**config.mk**
```make
export PLATFORM = sky130hd
export DESIGN_NAME = alu_result_demux
export DESIGN_NICKNAME = d
export VERILOG_FILES = /design/src/rtl/alu_demux_pkg.sv /design/src/rtl/demux_out_slot.sv /design/src/rtl/alu_result_demux.sv
export SDC_FILE = /design/constraint.sdc
export NUM_CORES = 1
export LEC_CHECK = 0
export BUFFER_PORTS_ARGS = -buffer_cell sky130_fd_sc_hd__buf_2
export CELL_PAD_IN_SITES_DETAIL_PLACEMENT = 1
export CELL_PAD_IN_SITES_GLOBAL_PLACEMENT = 2
export CORE_ASPECT_RATIO = 1.25
export CORE_UTILIZATION = 34
export DETAILED_ROUTE_END_ITERATION = 16
export GPL_TIMING_DRIVEN = 0
export PLACE_DENSITY = 0.92
export SETUP_SLACK_MARGIN = 0.2
export SYNTH_ARGS = -nofsm -noshare
export SYNTH_HDL_FRONTEND = slang
export SYNTH_SLANG_ARGS = --single-unit
```
**constraint.sdc**
```tcl
create_clock -name clk -period 1.7 [get_ports clk]
set_input_delay 0.34 -clock clk [delete_from_list [all_inputs] [get_ports clk]]
set_output_delay 0.34 -clock clk [all_outputs]
set_load 0.01 [all_outputs]
```
**src/rtl/alu_demux_pkg.sv**
```systemverilog
// rtl/alu_demux_pkg.sv - shared types for the ALU result demultiplexer
package alu_demux_pkg;

  localparam int NUM_DEST = 4;

  typedef logic [1:0] dest_sel_t;

  typedef enum logic [0:0] {
    EMPTY = 1'b0,
    FULL  = 1'b1
  } slot_state_t;

endpackage

```
**src/rtl/demux_out_slot.sv**
```systemverilog
// rtl/demux_out_slot.sv - one-entry valid/ready holding slot for one destination
// Delivery counter is built only when DEMUX_STATS_EN is defined.
module demux_out_slot
  import alu_demux_pkg::*;
#(
  parameter int WIDTH = 32
`ifdef DEMUX_STATS_EN
  , parameter int CNT_W = 8
`endif
) (
  input  logic             clk,
  input  logic             rst_n,
  input  logic             load_i,
  input  logic [WIDTH-1:0] data_i,
  input  logic             out_ready_i,
  output logic             out_valid_o,
  output logic [WIDTH-1:0] out_data_o
`ifdef DEMUX_STATS_EN
  , output logic [CNT_W-1:0] deliv_cnt_o
`endif
);

  slot_state_t      state_q;
  logic [WIDTH-1:0] data_q;

  // A load while FULL only happens when the consumer is taking the old word,
  // so the refill path never needs to look at out_ready_i.
  always_ff @(posedge clk or negedge rst_n) begin
    if (!rst_n) begin
      state_q <= EMPTY;
      data_q  <= '0;
    end else begin
      case (state_q)
        EMPTY: begin
          if (load_i) begin
            state_q <= FULL;
            data_q  <= data_i;
          end
        end
        FULL: begin
          if (load_i) begin
            data_q <= data_i;
          end else if (out_ready_i) begin
            state_q <= EMPTY;
          end
        end
      endcase
    end
  end

  assign out_valid_o = (state_q == FULL);
  assign out_data_o  = data_q;

`ifdef DEMUX_STATS_EN
  logic [CNT_W-1:0] cnt_q;

  always_ff @(posedge clk or negedge rst_n) begin
    if (!rst_n) begin
      cnt_q <= '0;
    end else if (out_valid_o && out_ready_i) begin
      cnt_q <= cnt_q + CNT_W'(1);
    end
  end

  assign deliv_cnt_o = cnt_q;
`endif

endmodule

```
**src/rtl/alu_result_demux.sv**
```systemverilog
// rtl/alu_result_demux.sv - registered 1-to-4 ALU result demux with per-port slots
// Optional per-port delivery counters under DEMUX_STATS_EN.
module alu_result_demux
  import alu_demux_pkg::*;
#(
  parameter int WIDTH = 32
`ifdef DEMUX_STATS_EN
  , parameter int CNT_W = 8
`endif
) (
  input  logic                      clk,
  input  logic                      rst_n,
  input  logic                      in_valid,
  output logic                      in_ready,
  input  logic [1:0]                in_sel,
  input  logic [WIDTH-1:0]          in_data,
  output logic [NUM_DEST-1:0]       out_valid,
  input  logic [NUM_DEST-1:0]       out_ready,
  output logic [NUM_DEST*WIDTH-1:0] out_data
`ifdef DEMUX_STATS_EN
  , output logic [NUM_DEST*CNT_W-1:0] deliv_cnt
`endif
);

  dest_sel_t           sel;
  logic                accept;
  logic [NUM_DEST-1:0] load;

  assign sel = in_sel;

  // in_ready follows in_sel even when in_valid is low.
  assign in_ready = !out_valid[sel] || out_ready[sel];
  assign accept   = in_valid && in_ready;

  always_comb begin
    load      = '0;
    load[sel] = accept;
  end

  for (genvar k = 0; k < NUM_DEST; k++) begin : g_slot
    demux_out_slot #(
      .WIDTH (WIDTH)
`ifdef DEMUX_STATS_EN
      , .CNT_W (CNT_W)
`endif
    ) u_slot (
      .clk         (clk),
      .rst_n       (rst_n),
      .load_i      (load[k]),
      .data_i      (in_data),
      .out_ready_i (out_ready[k]),
      .out_valid_o (out_valid[k]),
      .out_data_o  (out_data[k*WIDTH +: WIDTH])
`ifdef DEMUX_STATS_EN
      , .deliv_cnt_o (deliv_cnt[k*CNT_W +: CNT_W])
`endif
    );
  end

endmodule

```
; ---- After elaboration in Yosys (flattened, before gate mapping)
; Index checks and enable logic that the tools add are counted.
; Widths: inputs -> output; s select.
[word_totals]
ff_bits = 132
in_bits = 41
output_inout_bits = 133
word_cells = 45
[classes]
order_cmp = 2
muxes = 26
bitwise = 5
reduce_logical = 4
[ops]
columns = cell, count
row1 = $mux 32, 4
row2 = $mux 1, 15
row3 = $pmux 1 s2, 4
row4 = $and 4x4->4, 1
row5 = $bmux 1 s2, 2
row6 = $not 1->1, 4
row7 = $lt 2x3->1 const B, 1
row8 = $demux 1 s2, 1
row9 = $ge 2x1->1 const B, 1
row10 = $logic_and 1x1->1, 2
row11 = $logic_not 1->1, 1
row12 = $logic_or 1x1->1, 1

; ---- Logic depth before layout (Yosys ltp)
[logic_depth]
word_depth = 8
depth_mapped = 5
mapped_depth_nobuf = 3

; ---- Modules after synthesis
; Synthesis repeated with hierarchy kept, for this count alone.
[hier_totals]
hier_cells = 293
area_unflattened_um2 = 5611.6
[by_module_without_submodules]
columns = module, instances, cells_each, area_each_um2, seq_area_each_um2
row1 = demux_out_slot, 4, 71, 1377.6, 825.8
row2 = alu_result_demux, 1, 9, 101.3, 0.0

; ---- Least setup slack after synthesis
; OpenSTA, ideal clock, no wires.
[synth_path]
path_kind = input to register
startpoint = in out_ready[2]
endpoint = reg g_slot[2].u_slot.data_q[10]
setup_ns = 0.125
t_arrival_ns = 1.249
required_time_ns = 1.575
path_slack_ns = 0.327
path_stages = 4
n_path_buf = 1
cell_sequence = nand2b_1 nor3b_4 buf_6 mux2_2
[synth_between]
elab_chain_cells = 5
[synth_lines]
columns = item, line_no
row1 = start: declaration, alu_result_demux.sv:18  ; input logic [NUM_DEST-1:0] out_ready,
row2 = $bmux 1 s2, alu_result_demux.sv:32  ; assign in_ready = !out_valid[sel] || out_ready[sel];
row3 = $mux 1 (not written as such), alu_result_demux.sv:32
row4 = $logic_or 1x1->1, alu_result_demux.sv:32
row5 = $logic_and 1x1->1, alu_result_demux.sv:33  ; assign accept = in_valid && in_ready;
row6 = $and 4x4->4 (no source line), n/a
row7 = end signal: assignment, demux_out_slot.sv:37  ; data_q <= data_i;
row8 = end signal: assignment, demux_out_slot.sv:42  ; data_q <= data_i;
row9 = end: declaration, demux_out_slot.sv:24  ; logic [WIDTH-1:0] data_q;
; Every way passes these cells. The select of a mux whose other input is x is not followed.
; A chain may end at the register's enable or synchronous reset.

; ---- Worst setup path in the final report
[layout_path]
startpoint = reg g_slot[0].u_slot.state_q
endpoint = out in_ready
[layout_between]
elab_chain_cells = 4
[layout_lines]
columns = item, line_no
row1 = start: declaration, demux_out_slot.sv:23  ; slot_state_t state_q;
row2 = start signal: assignment, demux_out_slot.sv:30  ; state_q <= EMPTY;
row3 = start signal: assignment, demux_out_slot.sv:36  ; state_q <= FULL;
row4 = start signal: assignment, demux_out_slot.sv:44  ; state_q <= EMPTY;
row5 = $bmux 1 s2, alu_result_demux.sv:32
row6 = $mux 1 (not written as such), alu_result_demux.sv:32
row7 = $logic_not 1->1, alu_result_demux.sv:32
row8 = $logic_or 1x1->1, alu_result_demux.sv:32
row9 = end: declaration, alu_result_demux.sv:14  ; output logic in_ready,
; Every way passes these cells. The select of a mux whose other input is x is not followed.

==> flow_summary.yaml <==
timing:
  timing.final.ws_setup_ps: -205
  period_share: 1.12
  slew_viol_final: 0
  setup_viol: 6
  finalHoldViolCount: 0
  tightest_slew_ps: 591
  clock.fmax_ghz: 0.525
  fin_skew_ps: 3.98
  relSlewSlack: 0.606
  rsz0062_at_grt: "yes"
  min_period_ps: 1910
  tns_ps: -237
run_status:
  violations: "setup timing"
  status: "finished with violations"
floorplanning:
  die_h_um: 138
  coreArea_um2: 14400
  ios: 174
  dieArea_um2: 15300
  rows: 49
  die_w_um: 111
  start_util: 0.349
yosys:
  yosysWarnings: 0
  synth_area_leaders: "dfrtp_1 66%, mux2_2 28%, buf_6 2.0%"
  synth_area_um2: 5030
  syn_inst: 295
  synthDistinctLibCells: 16
  synth_top_area_frac: 0.656
  yosysTopAreaCell: "dfrtp_1"
  yosysSeqAreaShare: 0.656
  syn_avg_cell_area_um2: 17.1
  syn_nets: 336
  ys_ff_latch: 132
worst_setup_path:
  cp.arrival_ps: 1570
  rrSetupSlack_ps: -10
  required_ps: 1360
  reg2regPathDepth: 8
  start_kind: "flip-flop"
  path_class: "reg2out"
  endpoint_kind: "primary output"
  r2r-end: "g_slot[3].u_slot.out_data_o[24]"
  worstReg2RegStart: "g_slot[3].u_slot.out_valid_o"
  cp_max_fo: 2
layout:
  final_common_cell: "buf_2"
  syn2layout_area_growth_pct: 57.7
  antenna_cells: 0
  fillCellCount: 1396
  fin_cells: 706
  nets: 557
  drive_above_1_share: 0.723
  layout_common_cells: "169 x buf_2, 132 x dfrtp_1, 128 x mux2_4"
run:
  max_cap_viol_count: 0
routing:
  vias: 3423
  routed_via_density: 4.85
  wl_per_cell_um: 22.2
  drt-total-wl_um: 15700
  antenna_left: 0
  drc: 0
  drt_first_pass_iters: 5
  drt_iter0_drc: 60
worst_hold_path:
  min_to: "g_slot[2].u_slot.out_data_o[19]"
  hold_class: "in2reg"
  min_path_cells: 2
  min-delay-start: "in_data[19]"
pwr:
  p_per_area_nw_per_um2: 1350
  power.leakage_nw: 4.01
  irDropWorstVdd_v: 0.000689
cts:
  clkLatencyLatePin_ps: 410
  htreeDepth: 4
  clkSinkCount: 132
  clockRootBuffer: "clkbuf_16"
  cts_made_buffers: 17
  clock_path_buffers: 2
  cts_tree: "built"
  path_clk_slew_ps: 60
place:
  port_buffers: 173
  place_hpwl_um: 8900
  gp_congestion: 0.733
  dp.cells: 647
global_routing:
  antenna_found_initial: 0
  grt_first_pass_wirelength_um: 21100
  grt_util_all_layers: 0.182
  gr-total-overflow: 0
  grt_pass1_vias: 3644
  grt_start_max_net_pins: 73
kinds of logic after synthesis:
kind of cell           count (synthesis)  share of synthesized area
AOI/OAI and AO/OA                      1                   0.000993
and+or+nand+nor                       15                     0.0191
buffers and inverters                 18                     0.0331
DFF                                  132                      0.656
muxes                                129                      0.291
per-layer routing:
metal / track usage / part of all wire
met1: 0.211 / 0.40
met2: 0.314 / 0.54
met3: 0.0548 / 0.050
met4: 0.0716 / 0.014
met5: 0 / 0
final cells by class:
cell class / count / area, µm² / share of cell area
Sequential cell: 132 / 3300 / 0.416
Multi-Input combinational cell: 145 / 2060 / 0.259
Tap cell: 178 / 223 / 0.0280
Timing Repair Buffer: 202 / 1410 / 0.177
Buffer: 18 / 318 / 0.0400
Clock inverter: 9 / 150 / 0.0189
Clock buffer: 22 / 484 / 0.0610
how the worst max path moves through the flow:
stage | start | endpoint | slack [ps] | cells after the start
after CTS | g_slot[3].u_slot.out_valid_o | in_ready | -170 | 3
after detailed placement | out_ready[0] | g_slot[0].u_slot.out_data_o[31] | -60 | 5
final | g_slot[0].u_slot.out_valid_o | in_ready | -210 | 3
after global routing | g_slot[2].u_slot.out_valid_o | in_ready | -250 | 3
after floorplan | out_ready[2] | g_slot[2].u_slot.out_data_o[10] | 330 | 4
after global placement | rst_n | g_slot[2].u_slot.out_data_o[21] | -1320 | 1
what timing repair did:
action                     in CTS  in global routing
gates cloned                    2                 10
hold endpoints to repair       60                  0
resized for setup              57                129
setup endpoints to repair      93                125
hold buffers                    1                  0
setup buffers                   9                  6
critical path, cell delays in order, from the launching register on:
cell	delay [ps]
dfrtp_1	350
nand2b_1	120
mux4_2	530
buf_6	150
synthesized netlist by cell type:
| library cell | instances |
|---|---|
| dfrtp_1 | 132 |
| mux2_1 | 4 |
| nor2b_2 | 1 |
| buf_6 | 9 |
| and3_1 | 1 |
| nand2b_1 | 4 |
| nand3b_1 | 1 |
| mux4_2 | 1 |
| nor3b_4 | 1 |
| nand2_1 | 5 |
| buf_2 | 1 |
| mux2_2 | 124 |
| nand3_1 | 1 |
| o21ai_0 | 1 |
| buf_4 | 8 |
| nor2b_1 | 1 |
registers in the layout, indices dropped and copies added, names as in the netlist:
name and flops:
g_slot.u_slot.out_valid_o 4, g_slot.u_slot.out_data_o 128
stage by stage:
step	hold WS (ps)	power, mW	setup WS [ps]	area, µm²	utilization
after global placement	465	6.07	-1320	6120	0.425
after CTS	176	10.3	-169	7150	0.496
after global routing	198	11.1	-253	7940	0.551
after floorplan	44.4	5.14	327	5030	-
after detailed placement	356	6.19	-63.8	6160	0.427
final	204	10.7	-205	7940	0.551
where the power goes:
group | internal [mW] | switching, mW | leakage (nW)
clock network | 2.59 | 1.32 | 0.308
registers | 3.80 | 0.383 | 1.57
logic | 1.50 | 1.10 | 2.14
Note: power is estimated with default switching activity, not from simulation.
